File: config.mk
export PLATFORM = sky130hd
export DESIGN_NAME = ym_bus_writer
export DESIGN_NICKNAME = d
export VERILOG_FILES = /design/src/rtl/ym_bus_writer.sv
export SDC_FILE = /design/constraint.sdc
export NUM_CORES = 1
export LEC_CHECK = 0
export CAP_MARGIN = 15
export CORE_MARGIN = 2
export CORE_UTILIZATION = 45
export CTS_CLUSTER_DIAMETER = 40
export DETAILED_ROUTE_END_ITERATION = 8
export DONT_BUFFER_PORTS = 1
export PLACE_DENSITY = 0.62
export SETUP_SLACK_MARGIN = 0.15
export SLEW_MARGIN = 10
export SYNTH_ARGS = -nofsm -noshare
export SYNTH_HDL_FRONTEND = slang
export SYNTH_SLANG_ARGS = --single-unit
File: constraint.sdc
create_clock -name phiM -period 3.08 [get_ports phiM]
set_clock_uncertainty 0.05 [all_clocks]
set_input_delay 0.616 -clock phiM [delete_from_list [all_inputs] [get_ports phiM]]
set_output_delay 0.616 -clock phiM [all_outputs]
set_load 0.01 [all_outputs]
File: src/rtl/ym_bus_writer.sv
// ym_bus_writer: queues YM2151 register writes and replays them on the chip CPU bus
// (address write, busy polling, data write). Define YM_BUS_WRITER_ADDR_CACHE_EN to skip repeated address writes.
module ym_bus_writer #(
    parameter int FIFO_DEPTH   = 8,
    parameter int BUSY_TIMEOUT = 255,
    parameter int GAP_CYCLES   = 1
) (
    input  logic                          phiM,
    input  logic                          IC_b,
    input  logic                          req_valid,
    output logic                          req_ready,
    input  logic [7:0]                    req_addr,
    input  logic [7:0]                    req_data,
    output logic [7:0]                    Din,
    output logic                          CS_b,
    output logic                          WR_b,
    output logic                          RD_b,
    output logic                          A0,
    input  logic [7:0]                    Dout,
    output logic                          busy,
    output logic [$clog2(FIFO_DEPTH):0]   fifo_level,
    output logic                          timeout_err,
    input  logic                          err_clr
);
    localparam int AW = $clog2(FIFO_DEPTH);
    localparam int PW = $clog2(BUSY_TIMEOUT + 1);
    localparam int GW = $clog2(GAP_CYCLES + 1);
    localparam logic [AW:0]   DEPTH    = (AW + 1)'(FIFO_DEPTH);
    localparam logic [PW-1:0] POLL_MAX = PW'(BUSY_TIMEOUT);
    localparam logic [GW-1:0] GAP_LAST = GW'(GAP_CYCLES - 1);

    typedef enum logic [2:0] {
        IDLE, ADDR_WR, POLL_A, POLL_B, SAMPLE, DATA_WR, RECOVER
    } state_t;

    state_t          state_reg, state_next;
    logic [15:0]     fifo_mem [FIFO_DEPTH];
    logic [AW-1:0]   wr_ptr_reg, rd_ptr_reg;
    logic [AW:0]     level_reg;
    logic [15:0]     head;
    logic            push, pop, cache_hit, busy_flag;
    logic [7:0]      data_reg;
    logic [PW-1:0]   poll_cnt_reg;
    logic [GW-1:0]   gap_cnt_reg;
    logic            timeout_err_reg;
    logic            cs_b_reg, wr_b_reg, rd_b_reg, a0_reg;
    logic            cs_b_next, wr_b_next, rd_b_next, a0_next;
    logic [7:0]      din_reg, din_next;
    logic            dout_unused;

    assign req_ready   = (level_reg != DEPTH);
    assign push        = req_valid && req_ready;
    assign pop         = (state_reg == IDLE) && (level_reg != '0);
    assign head        = fifo_mem[rd_ptr_reg];
    assign busy_flag   = Dout[7];
    assign dout_unused = ^Dout[6:0];

    always_ff @(posedge phiM) begin
        if (push)
            fifo_mem[wr_ptr_reg] <= {req_addr, req_data};
    end

    always_ff @(posedge phiM) begin
        if (!IC_b) begin
            wr_ptr_reg <= '0;
            rd_ptr_reg <= '0;
            level_reg  <= '0;
        end else begin
            if (push)
                wr_ptr_reg <= wr_ptr_reg + 1'b1;
            if (pop)
                rd_ptr_reg <= rd_ptr_reg + 1'b1;
            case ({push, pop})
                2'b10:   level_reg <= level_reg + 1'b1;
                2'b01:   level_reg <= level_reg - 1'b1;
                default: level_reg <= level_reg;
            endcase
        end
    end

`ifdef YM_BUS_WRITER_ADDR_CACHE_EN
    logic [7:0] last_addr_reg;
    logic       last_valid_reg;

    // During ADDR_WR the Din register is holding the register number just written.
    always_ff @(posedge phiM) begin
        if (!IC_b) begin
            last_addr_reg  <= '0;
            last_valid_reg <= 1'b0;
        end else if (state_reg == ADDR_WR) begin
            last_addr_reg  <= din_reg;
            last_valid_reg <= 1'b1;
        end
    end

    assign cache_hit = last_valid_reg && (last_addr_reg == head[15:8]);
`else
    assign cache_hit = 1'b0;
`endif

    always_ff @(posedge phiM) begin
        if (!IC_b)
            state_reg <= IDLE;
        else
            state_reg <= state_next;
    end

    always_comb begin
        state_next = state_reg;
        case (state_reg)
            IDLE:    if (pop) state_next = cache_hit ? POLL_A : ADDR_WR;
            ADDR_WR: state_next = POLL_A;
            POLL_A:  state_next = POLL_B;
            POLL_B:  state_next = SAMPLE;
            SAMPLE:  state_next = (!busy_flag || poll_cnt_reg == POLL_MAX) ? DATA_WR : POLL_A;
            DATA_WR: state_next = RECOVER;
            RECOVER: if (gap_cnt_reg == GAP_LAST) state_next = IDLE;
            default: state_next = IDLE;
        endcase
    end

    // Bus values are derived from the state being entered so they can be registered
    // and still line up with the state that owns them.
    always_comb begin
        cs_b_next = 1'b1;
        wr_b_next = 1'b1;
        rd_b_next = 1'b1;
        a0_next   = a0_reg;
        din_next  = din_reg;
        case (state_next)
            ADDR_WR: begin
                cs_b_next = 1'b0;
                wr_b_next = 1'b0;
                a0_next   = 1'b0;
                din_next  = head[15:8];
            end
            POLL_A: begin
                cs_b_next = 1'b0;
                rd_b_next = 1'b0;
                a0_next   = 1'b0;
            end
            POLL_B: begin
                cs_b_next = 1'b0;
                rd_b_next = 1'b0;
            end
            DATA_WR: begin
                cs_b_next = 1'b0;
                wr_b_next = 1'b0;
                a0_next   = 1'b1;
                din_next  = data_reg;
            end
            default: ;
        endcase
    end

    always_ff @(posedge phiM) begin
        if (!IC_b) begin
            cs_b_reg <= 1'b1;
            wr_b_reg <= 1'b1;
            rd_b_reg <= 1'b1;
            a0_reg   <= 1'b0;
            din_reg  <= '0;
        end else begin
            cs_b_reg <= cs_b_next;
            wr_b_reg <= wr_b_next;
            rd_b_reg <= rd_b_next;
            a0_reg   <= a0_next;
            din_reg  <= din_next;
        end
    end

    always_ff @(posedge phiM) begin
        if (!IC_b) begin
            data_reg        <= '0;
            poll_cnt_reg    <= '0;
            gap_cnt_reg     <= '0;
            timeout_err_reg <= 1'b0;
        end else begin
            if (pop)
                data_reg <= head[7:0];
            if (state_reg == SAMPLE && busy_flag && poll_cnt_reg != POLL_MAX)
                poll_cnt_reg <= poll_cnt_reg + 1'b1;
            else if (state_reg == DATA_WR)
                poll_cnt_reg <= '0;
            gap_cnt_reg <= (state_reg == RECOVER) ? gap_cnt_reg + 1'b1 : '0;
            // A timeout in the same cycle as err_clr must stay visible.
            if (state_reg == SAMPLE && busy_flag && poll_cnt_reg == POLL_MAX)
                timeout_err_reg <= 1'b1;
            else if (err_clr)
                timeout_err_reg <= 1'b0;
        end
    end

    assign Din         = din_reg;
    assign CS_b        = cs_b_reg;
    assign WR_b        = wr_b_reg;
    assign RD_b        = rd_b_reg;
    assign A0          = a0_reg;
    assign fifo_level  = level_reg;
    assign timeout_err = timeout_err_reg;
    assign busy        = (state_reg != IDLE) || (level_reg != '0);

endmodule

Yosys cells after proc, flatten, opt, wreduce, memory -nomap -nowiden:

Memory sizes are Yosys's and may differ from the RTL's. A register that Yosys moved wholly into a read port is not among the register bits.
Index checks and enable logic that the tools add are counted.

* memories: 1
* word-level logic and storage cells: 74
* bits of input ports: 28
* RAM bits: 128
* flip-flop bits (word level): 43

Memories
* fifo_mem: words 8, bits a word 16, read ports 1, clocked after Yosys merged registers in 1, wr ports 1, line 37 `logic [15:0] fifo_mem [FIFO_DEPTH];`

* equality and inequality tests: 15
* add/subtract/negate cells: 6
* multiplexer cells: 18
* reduce and logical (&&, ||, !) cells: 21

Operator list (number)
* case mux 3 bit (7 select lines): 1
* two-way mux 8 bit: 2
* case mux 8 bit (2 select lines): 1
* two-way mux 3 bit: 5
* == test 3 x 2 -> 1 bit (second input constant): 4
* == test 3 bit (second input constant): 4
* nonzero test 2 bit: 5
* adder 8 x 1 -> 8 bit (second input constant): 1
* == test 8 bit (second input constant): 1
* != test 8 bit (second input constant): 1
* case mux 4 bit (2 select lines): 1
* two-way mux 1 bit: 7
* adder 3 x 1 -> 3 bit (second input constant): 2
* == test 3 x 1 -> 1 bit (second input constant): 2
* OR reduction 2 bit: 3
* logical AND 1 bit: 5
* adder 4 x 1 -> 4 bit (second input constant): 1
* != test 4 bit (second input constant): 1
* nonzero test 4 bit: 1
* OR reduction 4 bit: 1
* subtractor 4 x 1 -> 4 bit (second input constant): 1
* logical NOT 3 bit: 1
* nonzero test 3 bit: 1
* == test 2 x 1 -> 1 bit (second input constant): 1
* 6 further kinds: 7

Longest topological paths before layout:

Gate-level depths: netlist of the first run.

* word-level depth: 7
* gate-level depth with buffers: 12
* depth with buffers taken out: 10

Worst setup path before layout of the first run:

Ideal clock, no wire load.

* kind: flip-flop to flip-flop
* start point: register level_reg[0], in the netlist fifo_level[0]
* end point: memory fifo_mem[2][0], enable pin
* required time: 2.594 ns
* path slack: -0.212 ns
* cell stages (with the launch flop): 5
* path buffers: 1
* arrival: 2.806 ns
* cell sequence: dfxtp_1 -> or4b_2 -> clkbuf_1 -> nand2_1 -> nor4b_1

* longest elaborated chain between the ends: 4

Ends and longest elaborated chain
* start, declared: line 39 `logic [AW:0] level_reg;`
* start signal, assigned: line 74 `2'b10: level_reg <= level_reg + 1'b1;`
* start signal, assigned: line 75 `2'b01: level_reg <= level_reg - 1'b1;`
* start signal, assigned: line 76 `default: level_reg <= level_reg;`
* != test 4 bit: line 51 `assign req_ready = (level_reg != DEPTH);`
* named net req_ready: line 11 `output logic req_ready,`
* logical AND 1 bit: line 52 `assign push = req_valid && req_ready;`
* two-way mux 1 bit: line 59 `if (push)`
* two-way mux 1 bit (implied by the code): line 60 `fifo_mem[wr_ptr_reg] <= {req_addr, req_data};`
* end, declared: line 37

The timed path passes the listed nets, and every way through them passes these cells.

Worst setup path in the final report of the first run:

* start point: register level_reg[0], in the netlist fifo_level[0]
* end point: register level_reg[3], in the netlist fifo_level[3]

* longest elaborated chain between the ends: 4
* elaborated cells between the ends (all ways): 10

Ends and longest elaborated chain
* != test 4 bit / nonzero test 4 bit (equally long branches): line 51, 53
* logical AND 1 bit (on tied branches): line 52, 53
* == test 2 x 1 -> 1 bit / == test 2 bit (equally long branches): line 73 `case ({push, pop})`
* case mux 4 bit (2 select lines) / nonzero test 2 bit (equally long branches)

Parallel ways exist; a longest one is shown, timed or not.
A chain may end at the register's enable or synchronous reset.

==> results of run 1 <==
[logic make-up (layout without fill, tap and decap cells)]
logic type	after synthesis	in the layout	share of synthesized area, %
flops	174	174	69.77
simple gates	89	89	7.017
compound gates	66	66	6.376
buf+inv	44	70	2.528
mux	42	42	12.02
fa+ha+maj	7	7	1.392
xor+xnor	7	7	0.8978
[layout by cell type, fill, tap and decap left out, types with 3 or more instances in the layout]
cell / synthesis / layout
clkbuf_16: 0 / 17
o21ai_0: 12 / 12
nor3_1: 5 / 3
a311oi_1: 4 / 4
mux2i_1: 10 / 10
a211o_1: 8 / 8
dfxtp_1: 46 / 45
mux4_2: 32 / 32
nor2_1: 18 / 18
ha_1: 6 / 6
clkinv_1: 1 / 3
edfxtp_1: 128 / 128
inv_1: 23 / 23
nand2_1: 16 / 16
buf_4: 0 / 13
inv_6: 0 / 4
nand4_1: 3 / 3
a31oi_1: 3 / 3
xor2_1: 5 / 5
nand2b_1: 7 / 7
a21oi_1: 21 / 21
nand3_1: 14 / 14
and3_1: 10 / 10
o22ai_1: 8 / 8
[worst min-delay path by stage]
stage | from | endpoint | slack (ns) | cells after the start
finish | IC_b | RD_b$_SDFF_PN1_ | 0.21 | 1
global route | IC_b | RD_b$_SDFF_PN1_ | 0.21 | 1
CTS | IC_b | RD_b$_SDFF_PN1_ | 0.20 | 1
detailed placement | gap_cnt_reg$_SDFF_PN0_ | gap_cnt_reg$_SDFF_PN0_ | 0.40 | 1
global placement | gap_cnt_reg$_SDFF_PN0_ | gap_cnt_reg$_SDFF_PN0_ | 0.39 | 1
floorplan | gap_cnt_reg$_SDFF_PN0_ | gap_cnt_reg$_SDFF_PN0_ | 0.37 | 1
[per-stage QoR]
stage                     util, %  setup slack [ns]  std cells
after floorplan                 -            0.2797        429
after global placement      47.67            0.3662        611
after detailed placement    47.67            0.3195        611
after CTS                   51.55            0.2743        643
after global routing        51.60            0.2380        643
final                       51.60            0.4020        643
[worst max-delay path: stages (launching register included)]
cell      delay (ns)
dfxtp_1         0.39
or4_4           0.60
nand2_1         0.14
clkinv_1        0.10
ha_1            0.23
ha_1            0.29
a21o_1          0.19
a21oi_1         0.19
mux2i_1         0.25
mux2i_1         0.19
[power groups by stage]
stage | Clock [mW] | Combinational (mW) | Sequential (mW)
6_report | 2.12 | 1.22 | 2.91
5_1_grt | 2.25 | 1.36 | 2.93
4_1_cts | 2.15 | 1.24 | 2.91
3_5_place_dp | 0 | 1.23 | 2.96
3_3_place_gp | 0 | 1.21 | 2.95
2_1_floorplan | 0 | 0.975 | 2.88
[per-layer routing]
metal	track usage, %	share of wire [%]
met4	5.365	1.1
met1	20.89	42
met2	28.72	51
met5	0	0
met3	5.863	5.6
[timing repair]
action                     4_1_cts  5_1_grt
hold endpoints to repair         0        0
setup endpoints to repair        0        1
gates resized for setup          0        2
[area by class of cell]
cell class,instances,area share [%]
Clock inverter,14,2.000
Tap cell,188,3.032
Inverter,24,1.161
Timing Repair Buffer,14,1.516
Clock buffer,18,5.532
Multi-Input combinational cell,211,25.32
Sequential cell,174,61.44
==> results by group, run 1 <==
Power and ir drop
  – Leak: 2.666 nW
  – Clock power frac: 33.9%
  – Reg power frac: 46.5%
  – Final Total Pwr: 6.248 mW
  – Comb pwr share: 19.5%
  – Sw Pwr: 1.724 mW
  – Int Power: 4.524 mW
  – VDD IR max: 0.0004624 V
  – Sw Share: 27.59%
  – Power per cell area: 805.4 nW/um^2

Logic synthesis
  – Synth cell count leaders: edfxtp_1 (128), dfxtp_1 (46), mux4_2 (32), inv_1 (23), a21oi_1 (21)
  – Cells after Synth: 429
  – Top-count cell post-synth: edfxtp_1
  – Top cell type by total area after synthesis: edfxtp_1
  – Synth area leaders: edfxtp_1 (56%), dfxtp_1 (13%), mux4_2 (11%)
  – Net count after synthesis: 464
  – Top cell type's share of synthesized area: 56.28%
  – Warnings from Yosys: 0
  – Syn avg cell area: 15.92 sq um
  – Post-synth cell types: 48
  – Synth Register Bits: 174
  – FFs w/ async S/R, synth: 0%
  – Sequential-to-total area share from yosys stat: 69.77%
  – Post-Syn Area: 6829 sq um
  – Synth Flop Type: edfxtp_1
  – Post-synth EDFFs: 128

Min path
  – HP Class: in -> reg

Floorplanning
  – Cell Rows: 45
  – Core area: 15030 sq um
  – Die W: 127.2 um
  – Full die area: 16180 sq um
  – Die Span Y: 127.2 um
  – Initial core utilization: 45.43%
  – Num ports: 47

Routing
  – # DRC: 0
  – Routed wire per std cell: 20.09 um
  – Drt initial violations: 266
  – Post-DR vias/cell: 5.684
  – Final wirelength: 12.92 mm
  – First-pass DRT Iterations: 7
  – Antenna viol nets, final: 0
  – DR vias: 3655

CTS
  – Hold-fix buffers, CTS: 0
  – Clk pin slew, worst setup/hold paths: 0.07 ns
  – CTS tree: yes
  – Deepest clock path buffer count: 2
  – Num CTS Buffers: 17
  – H-tree levels: 4
  – Clk root buf: clkbuf_16
  – Clk sinks: 174
  – Post-CTS Setup Inserts: 0
  – Clock latency on the worst-skew pair: 0.42 ns

Global route
  – GRT Overall Usage: 17.05%
  – Number of global-route vias before repair: 3750
  – First-pass GRT wire length: 20.41 mm
  – Pin count of the biggest net entering global routing: 33
  – GRT Residual Overflow: 0
  – Initial antenna violation count: 0

Worst setup path
  – Crit path to: fifo_level[3]$_SDFFE_PN0P_
  – Worst EP required: 3.38 ns
  – Critical path fanouts, max: 6
  – R2R Setup Slk: 0.40 ns
  – Reg2reg end: fifo_level[3]$_SDFFE_PN0P_
  – Crit. Startpoint: fifo_level[0]$_SDFFE_PN0P_
  – CP endpoint kind: flip-flop
  – R2R Path Start: fifo_level[0]$_SDFFE_PN0P_
  – Setup crit start kind: flip-flop
  – WP data arrival: 2.98 ns
  – CP Class: reg -> reg
  – R2R depth: 9

Layout
  – Design area: 7757 sq um
  – Nets: 477
  – Reg with most FFs: fifo_mem
  – Area growth from synthesis to layout: 13.59%
  – Register area: 4766 sq um
  – Layout cells sized above 1: 19.34%
  – Largest register FFs: 128
  – Ant diodes: 0
  – Multi-input gate area: 1964 sq um
  – Fillcell total: 1230

STA
  – Setup violations, final: 0
  – Final Hold Vio Count: 0
  – Worst rel slew slack: 46.40%
  – Fmax: 0.3734 GHz
  – Final worst path period share: 86.95%
  – Min Hold Slack: 0.2148 ns
  – Final slew viol count: 0
  – Unrepaired setup endpoints after global routing: no
  – Post-Route Setup TNS: 0 ns
  – Worst-margin pin slew: 0.7979 ns
  – Final min period: 2.678 ns

Place
  – Number of port buffers: 0
  – Dpl hpwl: 7.649 mm
  – Placed inst area: 7166 sq um
  – GPL Wtd Cong: 0.7796

Job
  – Max-Cap Viols: 0

Status
  – Outcome: complete, no violations
No activity file was read; power rests on OpenSTA's default activity.
==> run 2, diff against run 1 <==
Settings changed: GPL_ROUTABILITY_DRIVEN set to 0, HOLD_SLACK_MARGIN set to 0.03.
==> results of run 2 <==
Final layout, timing and power as in run 1 (identical DEF).
==> run 3, diff against run 2 <==
Settings changed: CTS_CLUSTER_DIAMETER 40 to unset, GPL_TIMING_DRIVEN set to 1.
==> results of run 3 <==
Final layout, timing and power as in run 1 (identical DEF).
